`config.mk`:
```
export PLATFORM = sky130hd
export DESIGN_NAME = sram_arbiter_flat
export DESIGN_NICKNAME = d
export VERILOG_FILES = /design/src/rtl/sram_arbiter_if.sv /design/src/rtl/sram_arbiter.sv /design/src/flat_wrapper.sv
export SDC_FILE = /design/constraint.sdc
export NUM_CORES = 1
export LEC_CHECK = 0
export ABC_AREA = 1
export CAP_MARGIN = 15
export CORE_AREA = 2 2 89 91
export CTS_CLUSTER_SIZE = 12
export DETAILED_ROUTE_END_ITERATION = 6
export DIE_AREA = 0 0 91 93
export GPL_ROUTABILITY_DRIVEN = 0
export PLACE_DENSITY = 0.75
export SLEW_MARGIN = 10
export SYNTH_ARGS = -nofsm -noshare
export SYNTH_HDL_FRONTEND = slang
export SYNTH_SLANG_ARGS = --single-unit
```
`constraint.sdc`:
```
create_clock -name clk -period 1.27 [get_ports clk]
set_input_delay 0.381 -clock clk [delete_from_list [all_inputs] [get_ports clk]]
set_output_delay 0.381 -clock clk [all_outputs]
set_load 0.01 [all_outputs]
```
`src/rtl/sram_arbiter_if.sv`:
```
// One master port of sram_arbiter: request/grant handshake plus synchronous read return.
// The CPU and the DMA engine each get their own instance of this bundle.
interface sram_arbiter_if #(
  parameter int AW = 8,
  parameter int DW = 32
);
  logic          req;
  logic          we;
  logic [AW-1:0] addr;
  logic [DW-1:0] wdata;
  logic          gnt;
  logic [DW-1:0] rdata;
  logic          rvalid;

  modport master (
    output req, we, addr, wdata,
    input  gnt, rdata, rvalid
  );

  modport slave (
    input  req, we, addr, wdata,
    output gnt, rdata, rvalid
  );
endinterface

```
`src/rtl/sram_arbiter.sv`:
```
// CPU/DMA arbiter for the shared single-port SRAM: CPU priority, locked DMA bursts, read return.
// Define SRAM_ARB_FAIR_EN to cap a locked DMA burst at MAX_BURST grants while the CPU waits.
module sram_arbiter #(
  parameter int AW        = 8,
  parameter int DW        = 32,
  parameter int MAX_BURST = 16
) (
  input  logic          clk,
  input  logic          rst,
  sram_arbiter_if.slave cpu,
  sram_arbiter_if.slave dma,
  input  logic          dma_lock,
  output logic          sram_en,
  output logic          sram_we,
  output logic [AW-1:0] sram_addr,
  output logic [DW-1:0] sram_wdata,
  input  logic [DW-1:0] sram_rdata,
  output logic [1:0]    owner
);

  if (MAX_BURST < 1 || MAX_BURST > 255) begin : g_max_burst_range
    $error("sram_arbiter: MAX_BURST must be in 1..255");
  end

  logic last_dma_reg;
  logic cpu_rvalid_reg;
  logic dma_rvalid_reg;
  logic cpu_gnt;
  logic dma_gnt;
  logic dma_keep;

`ifdef SRAM_ARB_FAIR_EN
  localparam logic [7:0] BURST_LIMIT = 8'(MAX_BURST);

  logic [7:0] burst_cnt_reg;
  logic [7:0] burst_cnt_next;

  // Once the limit is reached the DMA only keeps the port if nobody else wants it.
  assign dma_keep = dma.req & dma_lock & last_dma_reg &
                    ((burst_cnt_reg < BURST_LIMIT) | ~cpu.req);

  always_comb begin
    burst_cnt_next = 8'd0;
    if (dma_gnt) begin
      if (!last_dma_reg) begin
        burst_cnt_next = 8'd1;
      end else if (burst_cnt_reg >= BURST_LIMIT) begin
        burst_cnt_next = BURST_LIMIT;
      end else begin
        burst_cnt_next = burst_cnt_reg + 8'd1;
      end
    end
  end

  always_ff @(posedge clk or negedge rst) begin
    if (!rst) begin
      burst_cnt_reg <= 8'd0;
    end else begin
      burst_cnt_reg <= burst_cnt_next;
    end
  end
`else
  assign dma_keep = dma.req & dma_lock & last_dma_reg;
`endif

  // Grants are squashed while reset is held so the SRAM sees no access.
  always_comb begin
    cpu_gnt = 1'b0;
    dma_gnt = 1'b0;
    if (rst) begin
      if (dma_keep) begin
        dma_gnt = 1'b1;
      end else if (cpu.req) begin
        cpu_gnt = 1'b1;
      end else if (dma.req) begin
        dma_gnt = 1'b1;
      end
    end
  end

  always_comb begin
    sram_en    = cpu_gnt | dma_gnt;
    sram_we    = 1'b0;
    sram_addr  = '0;
    sram_wdata = '0;
    if (cpu_gnt) begin
      sram_we    = cpu.we;
      sram_addr  = cpu.addr;
      sram_wdata = cpu.wdata;
    end else if (dma_gnt) begin
      sram_we    = dma.we;
      sram_addr  = dma.addr;
      sram_wdata = dma.wdata;
    end
  end

  always_ff @(posedge clk or negedge rst) begin
    if (!rst) begin
      last_dma_reg   <= 1'b0;
      cpu_rvalid_reg <= 1'b0;
      dma_rvalid_reg <= 1'b0;
    end else begin
      last_dma_reg   <= dma_gnt;
      cpu_rvalid_reg <= cpu_gnt & ~cpu.we;
      dma_rvalid_reg <= dma_gnt & ~dma.we;
    end
  end

  // Both masters see the raw SRAM output; only the strobe says whose read it is.
  assign cpu.gnt    = cpu_gnt;
  assign cpu.rdata  = sram_rdata;
  assign cpu.rvalid = cpu_rvalid_reg;
  assign dma.gnt    = dma_gnt;
  assign dma.rdata  = sram_rdata;
  assign dma.rvalid = dma_rvalid_reg;
  assign owner      = {dma_gnt, cpu_gnt};

endmodule

```
`src/flat_wrapper.sv`:
```
// flat-port wrapper written by rule: the top's interface ports become plain ports
module sram_arbiter_flat 
#(
  parameter int AW        = 8,
  parameter int DW        = 32,
  parameter int MAX_BURST = 16
)
  (clk, rst, dma_lock, sram_en, sram_we, sram_addr, sram_wdata, sram_rdata, owner, cpu_req, cpu_we, cpu_addr, cpu_wdata, cpu_gnt, cpu_rdata, cpu_rvalid, dma_req, dma_we, dma_addr, dma_wdata, dma_gnt, dma_rdata, dma_rvalid);
  sram_arbiter_if #(.AW(AW), .DW(DW)) cpu_i ();
  sram_arbiter_if #(.AW(AW), .DW(DW)) dma_i ();
  input  logic clk;
  input  logic rst;
  input  logic dma_lock;
  output logic sram_en;
  output logic sram_we;
  output logic [AW-1:0] sram_addr;
  output logic [DW-1:0] sram_wdata;
  input  logic [DW-1:0] sram_rdata;
  output logic [1:0] owner;
  input wire logic [$bits(cpu_i.req)-1:0] cpu_req;
  input wire logic [$bits(cpu_i.we)-1:0] cpu_we;
  input wire logic [$bits(cpu_i.addr)-1:0] cpu_addr;
  input wire logic [$bits(cpu_i.wdata)-1:0] cpu_wdata;
  output wire logic [$bits(cpu_i.gnt)-1:0] cpu_gnt;
  output wire logic [$bits(cpu_i.rdata)-1:0] cpu_rdata;
  output wire logic [$bits(cpu_i.rvalid)-1:0] cpu_rvalid;
  input wire logic [$bits(dma_i.req)-1:0] dma_req;
  input wire logic [$bits(dma_i.we)-1:0] dma_we;
  input wire logic [$bits(dma_i.addr)-1:0] dma_addr;
  input wire logic [$bits(dma_i.wdata)-1:0] dma_wdata;
  output wire logic [$bits(dma_i.gnt)-1:0] dma_gnt;
  output wire logic [$bits(dma_i.rdata)-1:0] dma_rdata;
  output wire logic [$bits(dma_i.rvalid)-1:0] dma_rvalid;
  assign cpu_i.req = cpu_req;
  assign cpu_i.we = cpu_we;
  assign cpu_i.addr = cpu_addr;
  assign cpu_i.wdata = cpu_wdata;
  assign cpu_gnt = cpu_i.gnt;
  assign cpu_rdata = cpu_i.rdata;
  assign cpu_rvalid = cpu_i.rvalid;
  assign dma_i.req = dma_req;
  assign dma_i.we = dma_we;
  assign dma_i.addr = dma_addr;
  assign dma_i.wdata = dma_wdata;
  assign dma_gnt = dma_i.gnt;
  assign dma_rdata = dma_i.rdata;
  assign dma_rvalid = dma_i.rvalid;
  sram_arbiter #(.AW(AW), .DW(DW), .MAX_BURST(MAX_BURST)) u_core (.clk(clk), .rst(rst), .cpu(cpu_i), .dma(dma_i), .dma_lock(dma_lock), .sram_en(sram_en), .sram_we(sram_we), .sram_addr(sram_addr), .sram_wdata(sram_wdata), .sram_rdata(sram_rdata), .owner(owner));
endmodule
```
==> flow_summary.ini <==
[run_status]
status = finished, violations left
violations = negative setup slack

[power_and_ir_drop]
max-vdd-ir-drop_uv = 282
leakage_uw = 0.00137
power.density_cell_area_nw_per_um2 = 443

[sta]
maxSlewViolCount = 0
final.setup.worst_slack_ns = -0.455
setup_viol = 45
slew_headroom_pct = 86.6
tns_ns = -18.66
finalCritPeriodShare_pct = 136
whs_ns = 0.0976
rsz0062_at_grt = yes
finalHoldViolCount = 0
worstMarginPinSlew_ns = 0.201
layout_min_cycle_time_ns = 1.73
finClkSkew_ns = 0.00137
fmax_ghz = 0.580

[synth]
synthAdderAreaFrac_pct = 0
muxShareOfSynthArea_pct = 0
synth_cells = 222
ys_types = 10
synth_nets = 341
synth_compound_area_share_pct = 0
ys_ff_latch = 3
netlist_area_um2 = 1350
yosys.area.top_type = buf_4
yosys-top-cells-area = buf_4, nand3_1, nand2_1
yosysSeqAreaShare_pct = 5.58
synth_top_family_by_area = buffers and inverters
synthSimpleGateAreaFrac_pct = 45.4
syn_area_per_cell_um2 = 6.06
yosys_warnings = 0
synth_xor_area_share_pct = 0
netlist.area_leader.share_pct = 41.3

[drt]
drc = 0
postRouteAntennaNets = 0
dr.pass1.iters = 4
drt_wl_total_mm = 6.83
vias = 1736
first_iter_violations = 78
via_per_inst = 4.21
route.detailed.wl_per_inst_um = 16.6

[floorplanning]
fp.dieH_um = 93
std_cell_rows = 32
die_x_um = 91
fp.coreArea_um2 = 7530
pin_count = 231
initial_core_util_pct = 17.9
die_area_um2 = 8460

[finish]
final_cell_mix = clkdlybuf4s50_1, nand3_1, buf_2
drive_gt1_share_pct = 44.8
fin_nets = 430
final_common_cell = clkdlybuf4s50_1
n_antenna_cell = 0
synthToLayoutAreaGrowth_pct = 113

[global_routing]
grt_pass1_vias = 1775
grt_use_met2_pct = 24.0
grt_util_met3_pct = 2.74
grtUsageTotal_pct = 14.2
grt-busiest-layer = met2
grt_antenna_before_repair = 0
grt_max_degree = 25
grt_pass1_wl_mm = 9.61
met1_usage_pct = 17.4
grt.overflow.total = 0

[setup_path]
path_max_fanout = 6
endpoint_kind = output pin
start_kind = flop
arrival_ns = 1.34
crit_type = flop to output pin
cp.required_ns = 0.89

[clock_network]
clk_pin_slew_worst_paths_ns = 0.03
htreeDepth = 1
cts_root_buffer = clkbuf_8
cts_tree = done
clock_latency_ns = 0.21
cts_buffers = 3
cts.sinks = 3
ctsHoldBuffers = 0
clockBufferDepth = 2

[min_path]
min_path_type = primary input to async pin

[placed_design]
port_buffers = 134
dpl.hpwl_mm = 4.31

[flow_run]
cap_violations = 0
-- cells by family after synthesis --
group | Yosys count
flops | 3
buf+inv | 86
simple gates | 133
-- repair_timing --
item                       in CTS  in global routing
buffers inserted                6                  0
gates resized for setup       255                 34
pin swaps                       8                 18
gates cloned                    8                  3
setup endpoints to repair      51                 46
-- worst max-delay path: stages (launching register included) --
cell	delay [ns]
dfrtp_2	0.44
nand2_4	0.10
nand2_8	0.07
buf_12	0.14
buf_16	0.13
nand3_2	0.05
nand2_1	0.05
buf_2	0.13
-- where the power goes --
part	internal [uW]	switching [uW]	total [uW]
registers	100	3.37	103
logic	539	355	894
clock network	214	59.9	274
total	853	419	1270
-- cell usage after synthesis --
cell / number
buf_6: 8
buf_4: 74
nor2_1: 2
nand3_2: 1
inv_2: 2
nand3_1: 82
nand2_2: 1
nand2_1: 47
inv_1: 2
dfrtp_1: 3
-- area by class of cell --
type                            count  area [um2]
Clock buffer                        4        45.0
Fill cell                         818        4660
Inverter                            4        25.0
Multi-Input combinational cell    133         865
Sequential cell                     3        76.3
Tap cell                          102         128
Timing Repair Buffer              166        1730
-- metal layers --
layer,vias to the layer above,wire (um)
li1,845,-
met1,778,2730
met2,80,3310
met3,33,542
met4,0,240
met5,-,0
-- stage by stage --
step                std cells  power (uW)  setup slack, ns  util, %  instance area [um2]
finish                    412        1270           -0.455     38.1                 2870
global route              412        1350           -0.511     38.1                 2870
CTS                       410        1250           -0.478     35.6                 2680
detailed placement        392         853            -1.12     31.4                 2360
global placement          392         846            -1.10     31.4                 2360
floorplan                 222         543           0.0227        -                 1350
-- final timing paths --
kind / end / start / cells past startpoint / slack (ns)
worst max-delay path: sram_wdata[11] / u_core.last_dma_reg / 7 / -0.46
worst min-delay path: u_core.dma.rvalid / rst / 2 / 0.1
worst max register to register: u_core.cpu.rvalid / u_core.last_dma_reg / 5 / 0.12
worst min register to register: u_core.last_dma_reg / u_core.last_dma_reg / 6 / 0.99
max in group asynchronous: u_core.last_dma_reg / rst / 2 / 1.06
min in group clk: cpu_rdata[0] / sram_rdata[0] / 0 / 0.76
No activity file was read; power rests on OpenSTA's default activity.
